### config.mk
export PLATFORM = sky130hd
export DESIGN_NAME = mem_port_arbiter
export DESIGN_NICKNAME = d
export VERILOG_FILES = /design/src/rtl/mem_arb_pkg.sv /design/src/rtl/arb_starve_timer.sv /design/src/rtl/mem_port_arbiter.sv
export SDC_FILE = /design/constraint.sdc
export NUM_CORES = 1
export LEC_CHECK = 0
export BUFFER_PORTS_ARGS = -buffer_cell sky130_fd_sc_hd__buf_2
export CAP_MARGIN = 30
export CORE_AREA = 4 4 102 104
export CTS_CLUSTER_DIAMETER = 50
export DETAILED_ROUTE_END_ITERATION = 10
export DIE_AREA = 0 0 106 108
export GPL_TIMING_DRIVEN = 0
export PLACE_DENSITY_LB_ADDON = 0.25
export RECOVER_POWER = 100
export REMOVE_ABC_BUFFERS = 1
export SLEW_MARGIN = 10
export SYNTH_ARGS = -nofsm -noshare
export SYNTH_HDL_FRONTEND = slang
export SYNTH_HIERARCHICAL = 1
export SYNTH_SLANG_ARGS = --single-unit
export TNS_END_PERCENT = 1
### constraint.sdc
create_clock -name clk -period 4.3 [get_ports clk]
set_input_delay 1.29 -clock clk [delete_from_list [all_inputs] [get_ports clk]]
set_output_delay 1.29 -clock clk [all_outputs]
set_load 0.02 [all_outputs]
### src/rtl/mem_arb_pkg.sv
// Shared types and constants for the data-memory port arbiter.
package mem_arb_pkg;

    typedef enum logic [1:0] {
        IDLE = 2'd0,
        VGA  = 2'd1,
        CPU  = 2'd2
    } arb_state_t;

    typedef enum logic {
        OWN_CPU = 1'b0,
        OWN_VGA = 1'b1
    } owner_t;

    localparam int unsigned STARVE_W = 8;

endpackage

### src/rtl/arb_starve_timer.sv
// Saturating count of consecutive denied CPU cycles; o_sat forces a CPU win.
module arb_starve_timer
    import mem_arb_pkg::*;
#(
    parameter int unsigned MAX_WAIT = 8
) (
    input  logic clk,
    input  logic rst_n,
    input  logic i_inc,
    input  logic i_clr,
    output logic o_sat
);

    localparam logic [STARVE_W-1:0] MAX_CNT = STARVE_W'(MAX_WAIT);

    logic [STARVE_W-1:0] r_cnt;

    always_ff @(posedge clk or negedge rst_n) begin
        if (!rst_n) begin
            r_cnt <= '0;
        end else if (i_clr) begin
            r_cnt <= '0;
        end else if (i_inc && (r_cnt != MAX_CNT)) begin
            r_cnt <= r_cnt + 1'b1;
        end
    end

    assign o_sat = (r_cnt == MAX_CNT);

endmodule

### src/rtl/mem_port_arbiter.sv
// Single-port data memory arbiter: VGA priority, CPU starvation guarantee, 1-cycle read return.
// Define MEM_ARB_PERF_EN to add the perf_cpu_stall / perf_vga_grants counters.
module mem_port_arbiter
    import mem_arb_pkg::*;
#(
    parameter int unsigned AW       = 32,
    parameter int unsigned DW       = 32,
    parameter int unsigned MAX_WAIT = 8
) (
    input  logic          clk,
    input  logic          reset,
    input  logic          cpu_req,
    input  logic          cpu_we,
    input  logic [AW-1:0] cpu_addr,
    input  logic [DW-1:0] cpu_wdata,
    output logic          cpu_gnt,
    output logic          cpu_rvalid,
    output logic [DW-1:0] cpu_rdata,
    input  logic          vga_req,
    input  logic [AW-1:0] vga_addr,
    output logic          vga_gnt,
    output logic          vga_rvalid,
    output logic [DW-1:0] vga_rdata,
    output logic          mem_en,
    output logic          mem_we,
    output logic [AW-1:0] mem_addr,
    output logic [DW-1:0] mem_wdata,
`ifdef MEM_ARB_PERF_EN
    output logic [31:0]   perf_cpu_stall,
    output logic [31:0]   perf_vga_grants,
`endif
    input  logic [DW-1:0] mem_rdata
);

    arb_state_t r_state;
    arb_state_t w_state_nxt;
    owner_t     r_rd_owner;
    logic       r_rd_pend;
    logic       w_cpu_gnt;
    logic       w_vga_gnt;
    logic       w_sat;
    logic       w_force;

    assign w_force = cpu_req & w_sat;

    arb_starve_timer #(
        .MAX_WAIT (MAX_WAIT)
    ) u_starve (
        .clk   (clk),
        .rst_n (reset),
        .i_inc (cpu_req & ~w_cpu_gnt),
        .i_clr (w_cpu_gnt | ~cpu_req),
        .o_sat (w_sat)
    );

    always_comb begin
        w_cpu_gnt   = 1'b0;
        w_vga_gnt   = 1'b0;
        w_state_nxt = IDLE;
        if (w_force) begin
            w_cpu_gnt = 1'b1;
        end else if (vga_req) begin
            w_vga_gnt = 1'b1;
        end else if (cpu_req) begin
            w_cpu_gnt = 1'b1;
        end
        case (r_state)
            IDLE, VGA, CPU: w_state_nxt = w_cpu_gnt ? CPU : (w_vga_gnt ? VGA : IDLE);
            default:        w_state_nxt = IDLE;
        endcase
    end

    always_ff @(posedge clk or negedge reset) begin
        if (!reset) begin
            r_state    <= IDLE;
            r_rd_pend  <= 1'b0;
            r_rd_owner <= OWN_CPU;
        end else begin
            r_state    <= w_state_nxt;
            r_rd_pend  <= w_vga_gnt | (w_cpu_gnt & ~cpu_we);
            r_rd_owner <= w_vga_gnt ? OWN_VGA : OWN_CPU;
        end
    end

    // Grants are combinational from requests, so mask them while reset is held.
    assign cpu_gnt = w_cpu_gnt & reset;
    assign vga_gnt = w_vga_gnt & reset;

    assign mem_en    = cpu_gnt | vga_gnt;
    assign mem_we    = cpu_gnt & cpu_we;
    assign mem_addr  = cpu_gnt ? cpu_addr : (vga_gnt ? vga_addr : '0);
    assign mem_wdata = cpu_gnt ? cpu_wdata : '0;

    assign cpu_rvalid = r_rd_pend & (r_rd_owner == OWN_CPU);
    assign vga_rvalid = r_rd_pend & (r_rd_owner == OWN_VGA);
    assign cpu_rdata  = cpu_rvalid ? mem_rdata : '0;
    assign vga_rdata  = vga_rvalid ? mem_rdata : '0;

`ifdef MEM_ARB_PERF_EN
    logic [31:0] r_perf_cpu_stall;
    logic [31:0] r_perf_vga_grants;

    always_ff @(posedge clk or negedge reset) begin
        if (!reset) begin
            r_perf_cpu_stall  <= '0;
            r_perf_vga_grants <= '0;
        end else begin
            if (cpu_req && !w_cpu_gnt) r_perf_cpu_stall  <= r_perf_cpu_stall + 32'd1;
            if (w_vga_gnt)             r_perf_vga_grants <= r_perf_vga_grants + 32'd1;
        end
    end

    assign perf_cpu_stall  = r_perf_cpu_stall;
    assign perf_vga_grants = r_perf_vga_grants;
`endif

endmodule

==> results_dict.tcl <==
set metrics [dict create \
    slew_headroom_pct -4.190 \
    clockBufferDepth 2 \
    hp-class "flop to flop" \
    syn_area_per_cell_um2 6.994 \
    cts_buffers 3 \
    grt_overflow_total 0 \
    r2r_cells 9 \
    core.rowCount 36 \
    violations "max-capacitance violations, max-slew violations" \
    fin_skew_ps 2.012 \
    grt_max_degree 65 \
    tightest_slew_ps 1563 \
    fill_cells 1127 \
    ys_types 37 \
    async_reset_ff_share_pct 100.0 \
    cts_root_buf "clkbuf_8" \
    critical-path-slowest-cell "nor2b_4" \
    syn_inst 327 \
    rr_startpoint "u_starve/r_cnt[0]$_DFFE_PN0P_" \
    critical_path_buf_inv_count 4 \
    diodes 0 \
    start_util_pct 23.95 \
    utilization_pct 36.15 \
    setup_ws_ps 334.6 \
    cp_cell_sequence "clkbuf_1 > nor2b_4 > buf_12 > buf_16 > o32ai_2 > clkbuf_1" \
    core-area_um2 9549 \
    cpPeakStageDelay_ps 460 \
    hold_start "u_starve/r_cnt[7]$_DFFE_PN0P_" \
    fin_crit_ps 3965 \
    post-place-ws_ps 103.7 \
    cp.required_ps 3010 \
    period_share_pct 92.22 \
    maxSlewViolCount 65 \
    final_common_cell "buf_2" \
    final_antenna_net_count 0 \
    num_vias 3169 \
    drc_errors 0 \
    synth_edf_count 0 \
    rrSetupSlack_ps 1480 \
    fin_nets 697 \
    fp.dieH_um 108 \
    cp-start-kind "primary input" \
    outcome "finished with violations" \
    cts_tree "built" \
    worstSetupPathType "primary input to output pin" \
    grt_pass1_wl_mm 13.94 \
    cp-end-kind "output pin" \
    die-area_um2 11450 \
    fp.dieW_um 106 \
    holdWs_ps 573.8 \
    yosys_most_used_dff "dfrtp_1" \
    cp_num_cells 6 \
    layout_common_cells "buf_2 (142), clkbuf_1 (125), nand2_1 (99)" \
    crit_path_end "mem_addr[23]" \
    p_leak_nw 1.618 \
    r2r_end "u_starve/r_cnt[7]$_DFFE_PN0P_" \
    startpoint "vga_req" \
    via_per_inst 4.566 \
    drive_gt1_share_pct 32.80 \
    arrival_ps 2680 \
    crit_family "buffers and inverters" \
    first_global_vias 2729 \
    ir_drop_uv 76.92 \
    path_common_cell "clkbuf_1" \
    postCtsSetupRepairBufs 0 \
    portBuffers 266 \
    ys_ff_latch 10 \
    htreeDepth 1 \
    netlist_area_um2 2287 \
    setup_viol 0 \
    wl_per_cell_um 13.95 \
    yosysSeqAreaShare_pct 10.94 \
    cts.sinks 10 \
    max_freq_mhz 252.2 \
    clk_pin_slew_ps 50 \
    dr.pass1.iters 4 \
    drt_iter0_drc 262 \
    maxCapViolCount 1 \
    antenna_found_initial 0 \
    io_pins 267 \
    detail_route.wirelength_mm 9.683 \
    gp_congestion 0.8094 \
    grt.total_usage_pct 14.60 \
    cp_max_fo 34 \
    insertion_delay_ps 230 \
    powerDensity_nw_per_um2 152.5 \
    dp_hpwl_mm 7.732 \
    yosysWarnings 6 \
    area_delta_synth_final_pct 50.93 \
    hold_viol 0 \
    rsz0062_at_grt "false" \
]
-- registers in the layout, summed over array words and instances, names as in the netlist --
signal          count
r_rd_owner          1
u_starve/r_cnt      8
r_rd_pend           1
-- metrics by stage --
stage	total power (W)	TNS, ps	instance area (um^2)	cells
2_1_floorplan	0.0002855	0	1994	287
3_3_place_gp	0.0004301	-23600	3492	686
3_5_place_dp	0.0004439	0	3590	690
4_1_cts	0.0005478	0	3635	694
5_1_grt	0.0005677	0	3452	694
6_report	0.0005265	0	3452	694
-- worst reg2reg max path, cell delays in order, from the launching register on --
cell	delay (ps)
dfrtp_1	430
inv_1	90
ha_1	200
nor4b_2	170
and3_1	210
nor2b_4	420
and2_0	320
nand4_1	230
or4_1	520
a21oi_1	140
-- cell usage after synthesis (3+ instances only) --
| cell type | n | area share, % |
|---|---|---|
| a21oi_1 | 4 | 0.88 |
| and2_1 | 4 | 1.1 |
| and3_1 | 33 | 9.0 |
| buf_2 | 11 | 2.4 |
| buf_4 | 8 | 2.6 |
| buf_6 | 8 | 3.9 |
| clkbuf_1 | 10 | 1.6 |
| dfrtp_1 | 10 | 11 |
| inv_1 | 6 | 0.98 |
| nand2_1 | 99 | 16 |
| nor2_1 | 39 | 6.4 |
| nor3b_1 | 15 | 4.9 |
| nor3b_2 | 18 | 9.8 |
| o21ai_0 | 3 | 0.66 |
| o32ai_1 | 17 | 6.5 |
| o32ai_2 | 15 | 11 |
-- how the worst min path moves through the flow --
stage,to,cells after the start
floorplan,u_starve/r_cnt[7]$_DFFE_PN0P_,2
global placement,u_starve/r_cnt[7]$_DFFE_PN0P_,2
detailed placement,u_starve/r_cnt[7]$_DFFE_PN0P_,2
CTS,u_starve/r_cnt[7]$_DFFE_PN0P_,2
global route,u_starve/r_cnt[4]$_DFFE_PN0P_,2
finish,u_starve/r_cnt[7]$_DFFE_PN0P_,2
-- metal layers --
metal	up-vias	wire length (um)	global-route usage, %
met5	-	0	0
met4	0	70	2.868
met1	1403	3880	18.08
met2	159	4821	26.14
li1	1601	-	-
met3	6	909	3.284
-- logic make-up after synthesis --
kind of cell               synth area share (%)
muxes                                    0.9300
adders and majority gates                 1.094
and+or+nand+nor                           52.08
buffers and inverters                     13.95
xor gates and xnor gates                 0.7660
DFF                                       10.94
AOI/OAI and AO/OA                         20.24
-- report_power, final --
| group | leakage [nW] | internal [W] | total, W | switching [W] |
|---|---|---|---|---|
| clock | 0.0228 | 0.0000648 | 0.000101 | 0.0000357 |
| combinational | 1.46 | 0.000121 | 0.000314 | 0.000193 |
| sequential | 0.133 | 0.0000956 | 0.000112 | 0.0000162 |
| total | 1.62 | 0.000281 | 0.000526 | 0.000245 |
-- cell type report --
type / count / area [um^2] / share of cell area [%]
Inverter: 7 / 26.28 / 0.7611
Timing Repair Buffer: 270 / 1271 / 36.82
Multi-Input combinational cell: 270 / 1692 / 49.00
Tap cell: 133 / 166.4 / 4.821
Clock buffer: 4 / 45.04 / 1.305
Sequential cell: 10 / 251.5 / 7.285
-- repair_timing --
| action | CTS | global route |
|---|---|---|
| hold buffers | 0 | 0 |
| hold endpoints to repair | 0 | 0 |
| gates resized for setup | 0 | 1 |
| setup endpoints to repair | 0 | 7 |
Power figures use the tool's default switching activity.
